--- config.mk ---
export PLATFORM = sky130hd
export DESIGN_NAME = pipe_collide
export DESIGN_NICKNAME = d
export VERILOG_FILES = /design/src/rtl/pipe_pkg.sv /design/src/rtl/pipe_collide_bcd_count2.sv /design/src/rtl/pipe_collide.sv
export SDC_FILE = /design/constraint.sdc
export NUM_CORES = 1
export LEC_CHECK = 0
export CAP_MARGIN = 30
export CORE_AREA = 3 3 106 108
export DETAILED_ROUTE_END_ITERATION = 10
export DIE_AREA = 0 0 109 111
export GPL_ROUTABILITY_DRIVEN = 0
export GPL_TIMING_DRIVEN = 0
export PLACE_DENSITY = 0.55
export SYNTH_ARGS = -nofsm -noshare
export SYNTH_HDL_FRONTEND = slang
export SYNTH_HIERARCHICAL = 1
export SYNTH_SLANG_ARGS = --single-unit
export TNS_END_PERCENT = 50
--- constraint.sdc ---
create_clock -name clk -period 3.1 [get_ports clk]
set_clock_uncertainty 0.1 [all_clocks]
set_input_delay 0.62 -clock clk [delete_from_list [all_inputs] [get_ports clk]]
set_output_delay 0.62 -clock clk [all_outputs]
set_load 0.005 [all_outputs]
--- src/rtl/pipe_pkg.sv ---
// Shared types and constants for the pipe-collision game stage.
package pipe_pkg;
  localparam int GRID = 16;

  typedef logic [GRID-1:0][GRID-1:0] grid_t;

  typedef enum logic [1:0] {
    IDLE,
    PLAY,
    HIT,
    OVER
  } state_e;
endpackage

--- src/rtl/pipe_collide_bcd_count2.sv ---
// Two-digit BCD score counter: clears on clr, saturates at 99.
module bcd_count2 (
  input  logic       clk,
  input  logic       reset,
  input  logic       clr,
  input  logic       inc,
  output logic [7:0] count
);

  // NOTE: sequential state uses non-blocking assignments so every register
  // samples pre-edge values regardless of evaluation order.
  always_ff @(posedge clk) begin
    if (reset || clr) begin
      count <= 8'h00;
    end else if (inc && count != 8'h99) begin
      if (count[3:0] == 4'd9) begin
        count <= {count[7:4] + 4'd1, 4'd0};
      end else begin
        count[3:0] <= count[3:0] + 4'd1;
      end
    end
  end

endmodule

--- src/rtl/pipe_collide.sv ---
// Game-state FSM: detects bird/pipe collisions, scores passed pipes and
// times the hit flash before game over.
module pipe_collide
  import pipe_pkg::*;
#(
  parameter int BIRD_COL  = 12,
  parameter int HIT_TICKS = 4
) (
  input  logic       clk,
  input  logic       reset,
  input  logic       start,
  input  logic       tick,
  input  grid_t      pipe_position,
  input  logic [3:0] bird_row,
  output logic       playing,
  output logic       hit_flash,
  output logic       game_over,
  output logic [7:0] score_bcd
);

  localparam int CW = $clog2(HIT_TICKS + 1);

  state_e          state;
  logic            occ;
  logic            occ_q;
  logic            collision;
  logic            pass_evt;
  logic            new_game;
  logic [CW-1:0]   hit_cnt;

  // NOTE: every always_comb output gets a default first, so no path can
  // leave it unassigned and infer a latch.
  always_comb begin
    occ = 1'b0;
    for (int r = 0; r < GRID; r++) begin
      occ = occ | pipe_position[r][BIRD_COL];
    end
    collision = pipe_position[bird_row][BIRD_COL];
  end

  // A pipe has cleared the bird once its column empties on a game step.
  assign pass_evt = (state == PLAY) && tick && occ_q && !occ && !collision;
  assign new_game = start && (state == IDLE || state == OVER);

  always_ff @(posedge clk) begin
    if (reset) begin
      state     <= IDLE;
      occ_q     <= 1'b0;
      hit_cnt   <= '0;
      playing   <= 1'b0;
      hit_flash <= 1'b0;
      game_over <= 1'b0;
    end else begin
      if (tick) occ_q <= occ;
      case (state)
        IDLE: if (start) begin
          state   <= PLAY;
          occ_q   <= 1'b0;
          playing <= 1'b1;
        end
        PLAY: if (collision) begin
          state     <= HIT;
          hit_cnt   <= '0;
          playing   <= 1'b0;
          hit_flash <= 1'b1;
        end
        HIT: if (tick) begin
          if (hit_cnt == CW'(HIT_TICKS - 1)) begin
            state     <= OVER;
            hit_flash <= 1'b0;
            game_over <= 1'b1;
          end else begin
            hit_cnt <= hit_cnt + CW'(1);
          end
        end
        OVER: if (start) begin
          state     <= PLAY;
          occ_q     <= 1'b0;
          game_over <= 1'b0;
          playing   <= 1'b1;
        end
        default: begin
          state     <= IDLE;
          playing   <= 1'b0;
          hit_flash <= 1'b0;
          game_over <= 1'b0;
        end
      endcase
    end
  end

  bcd_count2 u_score (
    .clk   (clk),
    .reset (reset),
    .clr   (new_game),
    .inc   (pass_evt),
    .count (score_bcd)
  );

endmodule

==> flow_metrics.py, run 1 <==
metrics = {
    "synthesis": {
        "synth.avg_cell_area_um2": 8.97,
        "syn_inst": 129,
        "yosysSeqAreaShare": 0.294,
        "synth_nets": 401,
        "synthArstFlopShare": 0,
        "yosysUniqueCellTypes": 42,
        "synth-edff-count": 0,
        "syn_area_um2": 1160,
        "ys_seq_elements": 17,
        "ys.flop_type": "dfxtp_1",
        "yosysWarningCount": 6,
    },
    "global_routing": {
        "grt_usage": 0.0603,
        "grt_max_degree": 11,
        "grt_pass1_vias": 1105,
        "grt_overflow_total": 0,
        "grt_pass1_wl_um": 5940,
        "antenna_found_initial": 0,
    },
    "route": {
        "dr.pass1.iters": 5,
        "drtIter0Drc": 18,
        "drc_errors": 0,
        "post_drt_wl_per_cell_um": 11.5,
        "via_per_inst": 3.55,
        "via_count": 1084,
        "finalWirelength_um": 3510,
        "ant_nets": 0,
    },
    "cts": {
        "cts_tree": "done",
        "numCtsBuffers": 3,
        "cts.sinks": 17,
        "clk_latency_ns": 0.25,
        "cts_hold_buf": 0,
        "cts-root-buf": "clkbuf_8",
        "path_clk_slew_ns": 0.07,
        "clockBufferDepth": 2,
        "htreeDepth": 1,
    },
    "sta": {
        "report.final.slew_viol_count": 0,
        "hold_violations": 0,
        "worst_slew_pin_slew_ns": 0.454,
        "maxSlewHeadroom": 0.694,
        "hold_ws_ns": 0.369,
        "clock.fmax_mhz": 345,
        "rsz0062_at_grt": "no",
        "setup_ws_ns": 0.200,
        "final-setup-viol-count": 0,
        "fin_crit_sh": 0.936,
        "period_minus_slack_ns": 2.90,
    },
    "critical_path": {
        "timing.rr.start": "state[1]",
        "endpoint_kind": "flop",
        "r2r_cells": 9,
        "path_class": "input pin to flop",
        "required_ns": 3.13,
        "critical_path.max_fanout": 8,
        "cp.arrival_ns": 2.93,
        "crit_path_start_kind": "input pin",
        "r2r-end": "u_score/count[0]",
        "crit_start": "pipe_position[204]",
        "cpMaxStageDelayCell": "mux4_1",
        "crit_path_cell_trace": "clkdlybuf4s50_1 -> mux4_1 -> mux2_2 -> a21boi_4 -> and2_2 -> and3_1 -> buf_4 -> o21ai_0 -> mux2i_1 -> nor2_1",
        "regToRegSetupSlack_ns": 1.19,
        "max_stage_delay_ns": 0.49,
    },
    "cells_and_area": {
        "final_cell_mix": "clkdlybuf4s50_1, dfxtp_1, nor2_1, nand2_1, inv_1",
        "finalNetCount": 442,
        "drive_gt1_frac": 0.118,
        "syn2layout_area_growth_pct": 49.2,
        "final_common_cell": "clkdlybuf4s50_1",
        "diodes": 0,
        "fin_util": 0.167,
    },
    "pwr": {
        "ir_drop_uv": 157,
        "p_leak_nw": 0.603,
        "powerDensity_nw_per_um2": 449,
    },
    "floorplan": {
        "dieArea_um2": 12100,
        "die_h_um": 111,
        "rows": 37,
        "ios": 275,
        "initial_core_util": 0.112,
        "die_w_um": 109,
        "core_area_um2": 10300,
    },
    "min_path": {
        "hold_start": "hit_cnt[2]",
        "hold_path_end": "hit_cnt[2]",
        "hold_depth": 2,
        "hold_class": "flop to flop",
    },
    "place": {
        "portBuffers": 33,
        "dp_slack_ns": -0.110,
        "dp_hpwl_um": 2890,
    },
    "flow_run": {
        "max_cap_viol_count": 0,
    },
    "run_status": {
        "outcome": "finished clean",
    },
}
## state kept, by name, summed over array words and instances, names as in the netlist
name,count
hit_flash,1
u_score/count,8
occ_q,1
playing,1
game_over,1
state,2
hit_cnt,3
## cell families after synthesis
family | count (synthesis) | share of synthesized area
AO/OA/AOI/OAI | 22 | 0.136
XOR/XNOR | 4 | 0.0303
adder cells (fa/ha/maj) | 8 | 0.0865
buffers and inverters | 13 | 0.0519
flip-flops | 17 | 0.294
multiplexers | 11 | 0.143
AND/OR/NAND/NOR | 54 | 0.258
## how the worst max path moves through the flow
| stage | to | slack (ns) |
|---|---|---|
| after floorplan | u_score/count[7] | 0.40 |
| after global placement | u_score/count[0] | -0.07 |
| after detailed placement | u_score/count[0] | -0.11 |
| after CTS | u_score/count[0] | 0.15 |
| after global routing | u_score/count[0] | 0.01 |
| final | u_score/count[0] | 0.20 |
## cell usage after synthesis (2+ instances only)
master | count | share of area
or3_1 | 2 | 0.011
a21oi_1 | 4 | 0.017
clkbuf_1 | 2 | 0.0065
o21ai_0 | 6 | 0.026
mux4_1 | 3 | 0.068
and2_1 | 2 | 0.011
a31oi_1 | 3 | 0.016
mux2i_1 | 6 | 0.052
nor2_1 | 12 | 0.039
nand3_1 | 6 | 0.026
inv_1 | 9 | 0.029
nand2_1 | 12 | 0.039
ha_1 | 8 | 0.086
dfxtp_1 | 17 | 0.29
xor2_1 | 3 | 0.023
nand3b_1 | 2 | 0.013
nor2b_1 | 2 | 0.011
nor4_1 | 4 | 0.022
nand4_1 | 3 | 0.016
## report_power, final
part	internal [mW]	total (mW)	switching, mW
logic	0.173	0.334	0.162
clock network	0.0892	0.171	0.0814
registers	0.247	0.271	0.0230
total	0.509	0.775	0.266
## area by class of cell
type	instances	area (um2)
Buffer	4	26.3
Clock buffer	3	41.3
Clock inverter	1	5.00
Fill cell	1146	8600
Inverter	9	33.8
Multi-Input combinational cell	99	757
Sequential cell	17	340
Tap cell	136	170
Timing Repair Buffer	36	353
## stage by stage
stage,instances,setup TNS [ns],cell area [um2],total power [mW]
after CTS,302,0,1700,0.780
after detailed placement,298,-0.691,1660,0.608
after global routing,305,0,1730,0.841
after floorplan,129,0,1160,0.497
final,305,0,1730,0.775
after global placement,298,-0.435,1660,0.607
## metal layers
layer / up-vias / global-route usage / routed length [um]
li1: 552 / - / -
met1: 503 / 0.0881 / 1770
met2: 27 / 0.0893 / 1560
met3: 2 / 0.0146 / 174
met4: 0 / 0.0118 / 10
met5: - / 0 / 0
## repair_timing
action / 4_1_cts / 5_1_grt
endpoints found under the setup margin: 0 / 7
resized for setup: 0 / 0
setup buffers: 0 / 3
## critical path, delay by kind of cell
kind / cells / cell delay [ns]
muxes: 3 / 0.94
buffers and inverters: 2 / 0.61
and+or+nand+nor: 3 / 0.41
AOI/OAI and AO/OA: 2 / 0.36
Power figures use the tool's default switching activity.
==> inputs of run 2 (changes only) <==
--- a/config.mk
+++ b/config.mk
@@ -11,6 +11,7 @@
 export DIE_AREA = 0 0 109 111
 export GPL_ROUTABILITY_DRIVEN = 0
 export GPL_TIMING_DRIVEN = 0
+export MAX_ROUTING_LAYER = met4
 export PLACE_DENSITY = 0.55
 export SYNTH_ARGS = -nofsm -noshare
 export SYNTH_HDL_FRONTEND = slang
==> run 2 against run 1 <==
Routed wire length barely moved. Register-to-register slack barely moved. Largest cell class unchanged. Via count fell by 0.28%. Worst hold slack barely moved. Clock power barely moved. Total power barely moved. Critical path depth did not move. Combinational power barely moved. Sequential share of layout area did not move. Utilization did not move. First-iteration DRC count rose by 50%. Global-route usage rose by 0.18 points.
==> flow_metrics.py, run 2 (synthesis results as in run 1) <==
metrics = {
    "route": {
        "finalWirelength_um": 3510,
        "via_per_inst": 3.54,
        "ant_nets": 0,
        "via_count": 1081,
        "drc_errors": 0,
        "post_drt_wl_per_cell_um": 11.5,
        "dr.pass1.iters": 4,
        "drtIter0Drc": 27,
    },
    "global_routing": {
        "grt_overflow_total": 0,
        "grt_usage": 0.0620,
        "grt_pass1_vias": 1103,
        "grt_max_degree": 11,
        "antenna_found_initial": 0,
        "grt_pass1_wl_um": 5930,
    },
    "cells_and_area": {
        "final_cell_mix": "clkdlybuf4s50_1, dfxtp_1, nor2_1, nand2_1, inv_1",
        "fin_util": 0.167,
        "drive_gt1_frac": 0.118,
        "reg_top3": "u_score/count (8), hit_cnt (3), state (2)",
        "top_register": "u_score/count",
        "final_common_cell": "clkdlybuf4s50_1",
        "fill_cells": 1146,
        "largest_register_ffs": 8,
        "diodes": 0,
        "finalNetCount": 442,
        "syn2layout_area_growth_pct": 49.2,
    },
    "sta": {
        "hold_violations": 0,
        "period_minus_slack_ns": 2.91,
        "clock.fmax_mhz": 344,
        "rsz0062_at_grt": "no",
        "final-setup-viol-count": 0,
        "fin_crit_sh": 0.938,
        "report.final.slew_viol_count": 0,
        "worst_slew_pin_slew_ns": 0.454,
        "maxSlewHeadroom": 0.694,
        "setup_ws_ns": 0.193,
    },
    "place": {
        "portBuffers": 33,
        "dp_hpwl_um": 2890,
        "dp_slack_ns": -0.110,
    },
    "critical_path": {
        "crit_path_end": "u_score/count[0]",
        "crit_path_start_kind": "input pin",
        "crit_start": "pipe_position[204]",
        "endpoint_kind": "flop",
        "required_ns": 3.13,
        "critical_path.max_fanout": 8,
        "timing.rr.start": "state[1]",
        "r2r_cells": 9,
        "regToRegSetupSlack_ns": 1.18,
        "r2r-end": "u_score/count[0]",
        "path_class": "input pin to flop",
        "cp.arrival_ns": 2.94,
    },
    "cts": {
        "clockBufferDepth": 2,
        "cts-root-buf": "clkbuf_8",
        "htreeDepth": 1,
        "cts_tree": "done",
        "path_clk_slew_ns": 0.07,
        "cts_hold_buf": 0,
        "cts.sinks": 17,
        "numCtsBuffers": 3,
        "clk_latency_ns": 0.25,
    },
    "run_status": {
        "outcome": "finished clean",
    },
    "pwr": {
        "swShare": 0.343,
        "p_switching_mw": 0.266,
        "p_int_mw": 0.509,
        "share_comb_of_total_power": 0.432,
        "ir_drop_uv": 157,
        "powerDensity_nw_per_um2": 449,
        "pwr-share-seq": 0.349,
        "p_total_mw": 0.775,
        "p_leak_nw": 0.603,
        "power_frac_clock": 0.219,
    },
    "floorplan": {
        "rows": 37,
        "initial_core_util": 0.112,
        "ios": 275,
        "core_area_um2": 10300,
        "die_w_um": 109,
        "dieArea_um2": 12100,
        "die_h_um": 111,
    },
    "flow_run": {
        "max_cap_viol_count": 0,
    },
    "min_path": {
        "hold_class": "flop to flop",
    },
}
## run 2: what timing repair did
item,CTS,global route
buffers inserted,0,3
hold endpoints to repair,0,0
resized for setup,0,0
setup endpoints to repair,0,7
## run 2: metal layers
metal / vias up / GRT usage / routed length (um)
met1: 501 / 0.0899 / 1790
met2: 23 / 0.0889 / 1560
li1: 555 / - / -
met4: 0 / 0.0118 / 10
met5: - / - / 0
met3: 2 / 0.0128 / 151
## run 2: power groups by stage
stage	Sequential (mW)	Clock, mW	Combinational, mW
6_report	0.270	0.170	0.335
5_1_grt	0.276	0.182	0.384
4_1_cts	0.272	0.174	0.333
3_5_place_dp	0.277	0	0.331
3_3_place_gp	0.276	0	0.332
2_1_floorplan	0.271	0	0.227
## run 2: final cells by class
type	instances	area (um2)	area share
plain buffers	4	26.3	0.0152
clock buffers	3	41.3	0.0239
inverters	9	33.8	0.0196
clock inverters	1	5.00	0.00290
multi-input cells	99	757	0.438
repair buffers	36	353	0.204
well taps	136	170	0.0986
flip-flops and latches	17	340	0.197
## run 2: worst max-delay path: stages
cell and delay (ns):
clkdlybuf4s50_1 0.46, mux4_1 0.49, mux2_2 0.30, a21boi_4 0.23, and2_2 0.21, and3_1 0.15, buf_4 0.15, o21ai_0 0.13
mux2i_1 0.15, nor2_1 0.05
## run 2: worst min-delay path by stage
| stage | startpoint | endpoint | slack (ns) | cells past startpoint |
|---|---|---|---|---|
| floorplan | hit_cnt[2] | hit_cnt[2] | 0.33 | 2 |
| global placement | hit_cnt[2] | hit_cnt[2] | 0.35 | 2 |
| detailed placement | occ_q | occ_q | 0.36 | 2 |
| CTS | hit_cnt[2] | hit_cnt[2] | 0.37 | 2 |
| global route | occ_q | occ_q | 0.41 | 2 |
| finish | hit_cnt[2] | hit_cnt[2] | 0.37 | 2 |
## run 2: metrics by stage
step                instance area (um2)  std cells  hold slack (ns)  setup TNS [ns]
global placement                   1660        298            0.351          -0.435
finish                             1730        305            0.369               0
global route                       1730        305            0.410               0
CTS                                1700        302            0.374               0
detailed placement                 1660        298            0.363          -0.691
floorplan                          1160        129            0.335               0
==> inputs of run 3 (changes only) <==
--- a/config.mk
+++ b/config.mk
@@ -5,14 +5,14 @@
 export SDC_FILE = /design/constraint.sdc
 export NUM_CORES = 1
 export LEC_CHECK = 0
-export CAP_MARGIN = 30
-export CORE_AREA = 3 3 106 108
+export ABC_AREA = 1
+export CORE_AREA = 3 3 105 107
 export DETAILED_ROUTE_END_ITERATION = 10
-export DIE_AREA = 0 0 109 111
+export DIE_AREA = 0 0 108 110
 export GPL_ROUTABILITY_DRIVEN = 0
 export GPL_TIMING_DRIVEN = 0
 export MAX_ROUTING_LAYER = met4
-export PLACE_DENSITY = 0.55
+export PLACE_DENSITY = 0.57
 export SYNTH_ARGS = -nofsm -noshare
 export SYNTH_HDL_FRONTEND = slang
 export SYNTH_HIERARCHICAL = 1
==> run 3 against run 2 <==
First-iteration DRC count is 130% higher. Flip-flop and latch count stayed put. Worst hold slack better by 0.0070 ns. Critical endpoint is now u_score/count[5]. Synthesized cell count is 53% higher. Non-clock buffer count is 6 lower. Fmax is 9.2% higher. Highest routed layer unchanged. Utilization is 1.0 points higher. Global-route usage hardly changed. Combinational power is 18% higher.
==> flow_metrics.py, run 3 <==
metrics = {
    "global_routing": {
        "busiest_layer": "met2",
        "global_route.usage.met3": 0.0140,
        "grt_usage": 0.0623,
        "met2_usage": 0.0928,
        "grt_use_met1": 0.0850,
        "grt_max_degree": 11,
        "grt_pass1_vias": 1289,
        "grt_overflow_total": 0,
        "grt_pass1_wl_um": 5840,
        "antenna_found_initial": 0,
    },
    "route": {
        "post_drt_wl_per_cell_um": 9.38,
        "ant_nets": 0,
        "finalWirelength_um": 3470,
        "via_per_inst": 3.54,
        "via_count": 1311,
        "dr.pass1.iters": 4,
        "drtIter0Drc": 61,
        "drc_errors": 0,
    },
    "cells_and_area": {
        "top_register": "u_score/count",
        "final_area_um2": 1820,
        "finalNetCount": 507,
        "reg_top3": "u_score/count (8), hit_cnt (3), state (2)",
        "finish.cell_count_without_fillers": 370,
        "largest_register_ffs": 8,
        "drive_gt1_frac": 0.107,
        "diodes": 0,
        "final_cell_mix": "nand2_1, inv_1, clkdlybuf4s50_1",
        "syn2layout_area_growth_pct": 43.5,
        "final_common_cell": "nand2_1",
    },
    "sta": {
        "maxSlewHeadroom": 0.767,
        "setup_ws_ns": 0.439,
        "worst_slew_pin_slew_ns": 0.346,
        "hold_ws_ns": 0.376,
        "final-setup-viol-count": 0,
        "period_minus_slack_ns": 2.66,
        "fin_crit_sh": 0.858,
        "rsz0062_at_grt": "no",
        "report.final.slew_viol_count": 0,
        "clock.fmax_mhz": 376,
        "hold_violations": 0,
    },
    "synthesis": {
        "yosys.area.top_type_share": 0.269,
        "synth.avg_cell_area_um2": 6.42,
        "synth_area_leaders": "dfxtp_1, nand2_1, inv_1",
        "synth_nets": 469,
        "synth-edff-count": 0,
        "yosysSeqAreaShare": 0.269,
        "syn_inst": 197,
        "yosysWarningCount": 6,
        "syn_area_um2": 1260,
        "synth_commonest_cells": "nand2_1, inv_1, nor2_1, dfxtp_1, nand3_1",
        "ys_seq_elements": 17,
        "synthArstFlopShare": 0,
        "synth_area_leader_cell": "dfxtp_1",
        "yosysMostFrequentCell": "nand2_1",
        "ys.flop_type": "dfxtp_1",
        "yosysUniqueCellTypes": 28,
    },
    "cts": {
        "cts.sinks": 17,
        "clk_latency_ns": 0.25,
        "numCtsBuffers": 3,
        "path_clk_slew_ns": 0.07,
        "cts_tree": "done",
        "cts-root-buf": "clkbuf_8",
        "cts_setup_buffers": 0,
        "htreeDepth": 1,
        "clockBufferDepth": 2,
    },
    "critical_path": {
        "path_class": "input pin to flop",
        "cp.arrival_ns": 2.71,
        "crit_family": "simple AND/OR/NAND/NOR gates",
        "crit_top_cell": "nand2_1",
        "required_ns": 3.15,
        "critical_path.max_fanout": 7,
        "endpoint_kind": "flop",
        "crit_path_cell_trace": "clkdlybuf4s50_1 -> inv_1 -> nand3_1 -> nand3_1 -> nand3b_2 -> nand3_4 -> nor3b_2 -> nand2_1 -> nor2_4 -> nand2_1 -> nand2_1 -> nor2_1",
        "crit_path_start_kind": "input pin",
        "critPathBufInv": 2,
        "max_stage_delay_ns": 0.56,
        "cpMaxStageDelayCell": "clkdlybuf4s50_1",
    },
    "run_status": {
        "outcome": "finished clean",
    },
    "floorplan": {
        "ios": 275,
        "rows": 37,
        "core_area_um2": 10200,
        "die_h_um": 110,
        "dieArea_um2": 11900,
        "initial_core_util": 0.124,
        "die_w_um": 108,
    },
    "min_path": {
        "hold_class": "flop to flop",
    },
    "place": {
        "portBuffers": 33,
        "place_area_um2": 1770,
        "dp_slack_ns": -0.151,
        "dpl.cell_count": 366,
        "dp_hpwl_um": 2860,
    },
    "pwr": {
        "ir_drop_uv": 108,
        "p_leak_nw": 0.794,
        "powerDensity_nw_per_um2": 464,
        "p_total_mw": 0.843,
    },
    "flow_run": {
        "max_cap_viol_count": 0,
    },
}
==> run 3: cell count changes after synthesis, sizes merged, moves of 3 or more <==
| cell | before | now |
|---|---|---|
| inv | 9 | 42 |
| mux2i | 6 | 0 |
| nand2 | 12 | 50 |
| nor3 | 1 | 4 |
| mux4 | 3 | 0 |
| and2 | 3 | 0 |
| nor2 | 12 | 26 |
| nand3 | 7 | 21 |
==> run 3: logic make-up after synthesis <==
kind of cell,share of synthesized area
flip-flops,0.269
AND/OR/NAND/NOR,0.440
adder cells (fa/ha/maj),0.0791
AO/OA/AOI/OAI,0.0673
XOR/XNOR,0.00693
buffers and inverters,0.137
==> run 3: cell type report <==
class | count | area, um2
multi-input cells | 137 | 756
plain buffers | 1 | 11.3
well taps | 136 | 170
fillers | 1136 | 8420
clock buffers | 4 | 45.0
flip-flops and latches | 17 | 340
inverters | 42 | 163
repair buffers | 33 | 330
==> run 3: final timing paths <==
check / cells past startpoint / endpoint / start / slack, ns
setup / recovery: 12 / u_score/count[5] / bird_row[1] / 0.44
hold / removal: 2 / hit_flash / hit_flash / 0.38
setup reg to reg: 9 / u_score/count[5] / state[1] / 1.12
hold reg to reg: 2 / hit_flash / hit_flash / 0.38
==> run 3: worst register-to-register path, delay by kind of cell, from the launching register on <==
| family | cells | cell delay (ns) |
|---|---|---|
| simple gates | 7 | 1.14 |
| flops | 1 | 0.33 |
| fa+ha+maj | 1 | 0.22 |
| buf+inv | 1 | 0.10 |
==> run 3: per-stage QoR <==
step / setup TNS (ns) / utilization
finish: 0 / 0.177
global route: 0 / 0.177
CTS: 0 / 0.177
detailed placement: -0.604 / 0.173
global placement: -0.364 / 0.173
floorplan: 0 / -
==> run 3: what timing repair did <==
| item | 4_1_cts | 5_1_grt |
|---|---|---|
| resized for setup | 0 | 1 |
| hold buffers | 0 | 0 |
| endpoints found under the setup margin | 0 | 4 |
==> run 3: power by group <==
group / internal (mW) / switching (mW) / leakage [nW] / total [mW]
combinational: 0.176 / 0.219 / 0.632 / 0.395
clock: 0.0911 / 0.0747 / 0.0228 / 0.166
sequential: 0.258 / 0.0244 / 0.139 / 0.282
==> run 3: layer usage <==
| metal | vias up | routed length, um |
|---|---|---|
| met5 | - | 0 |
| met4 | 0 | 26 |
| met3 | 2 | 224 |
| met2 | 31 | 1360 |
| met1 | 585 | 1860 |
| li1 | 693 | - |
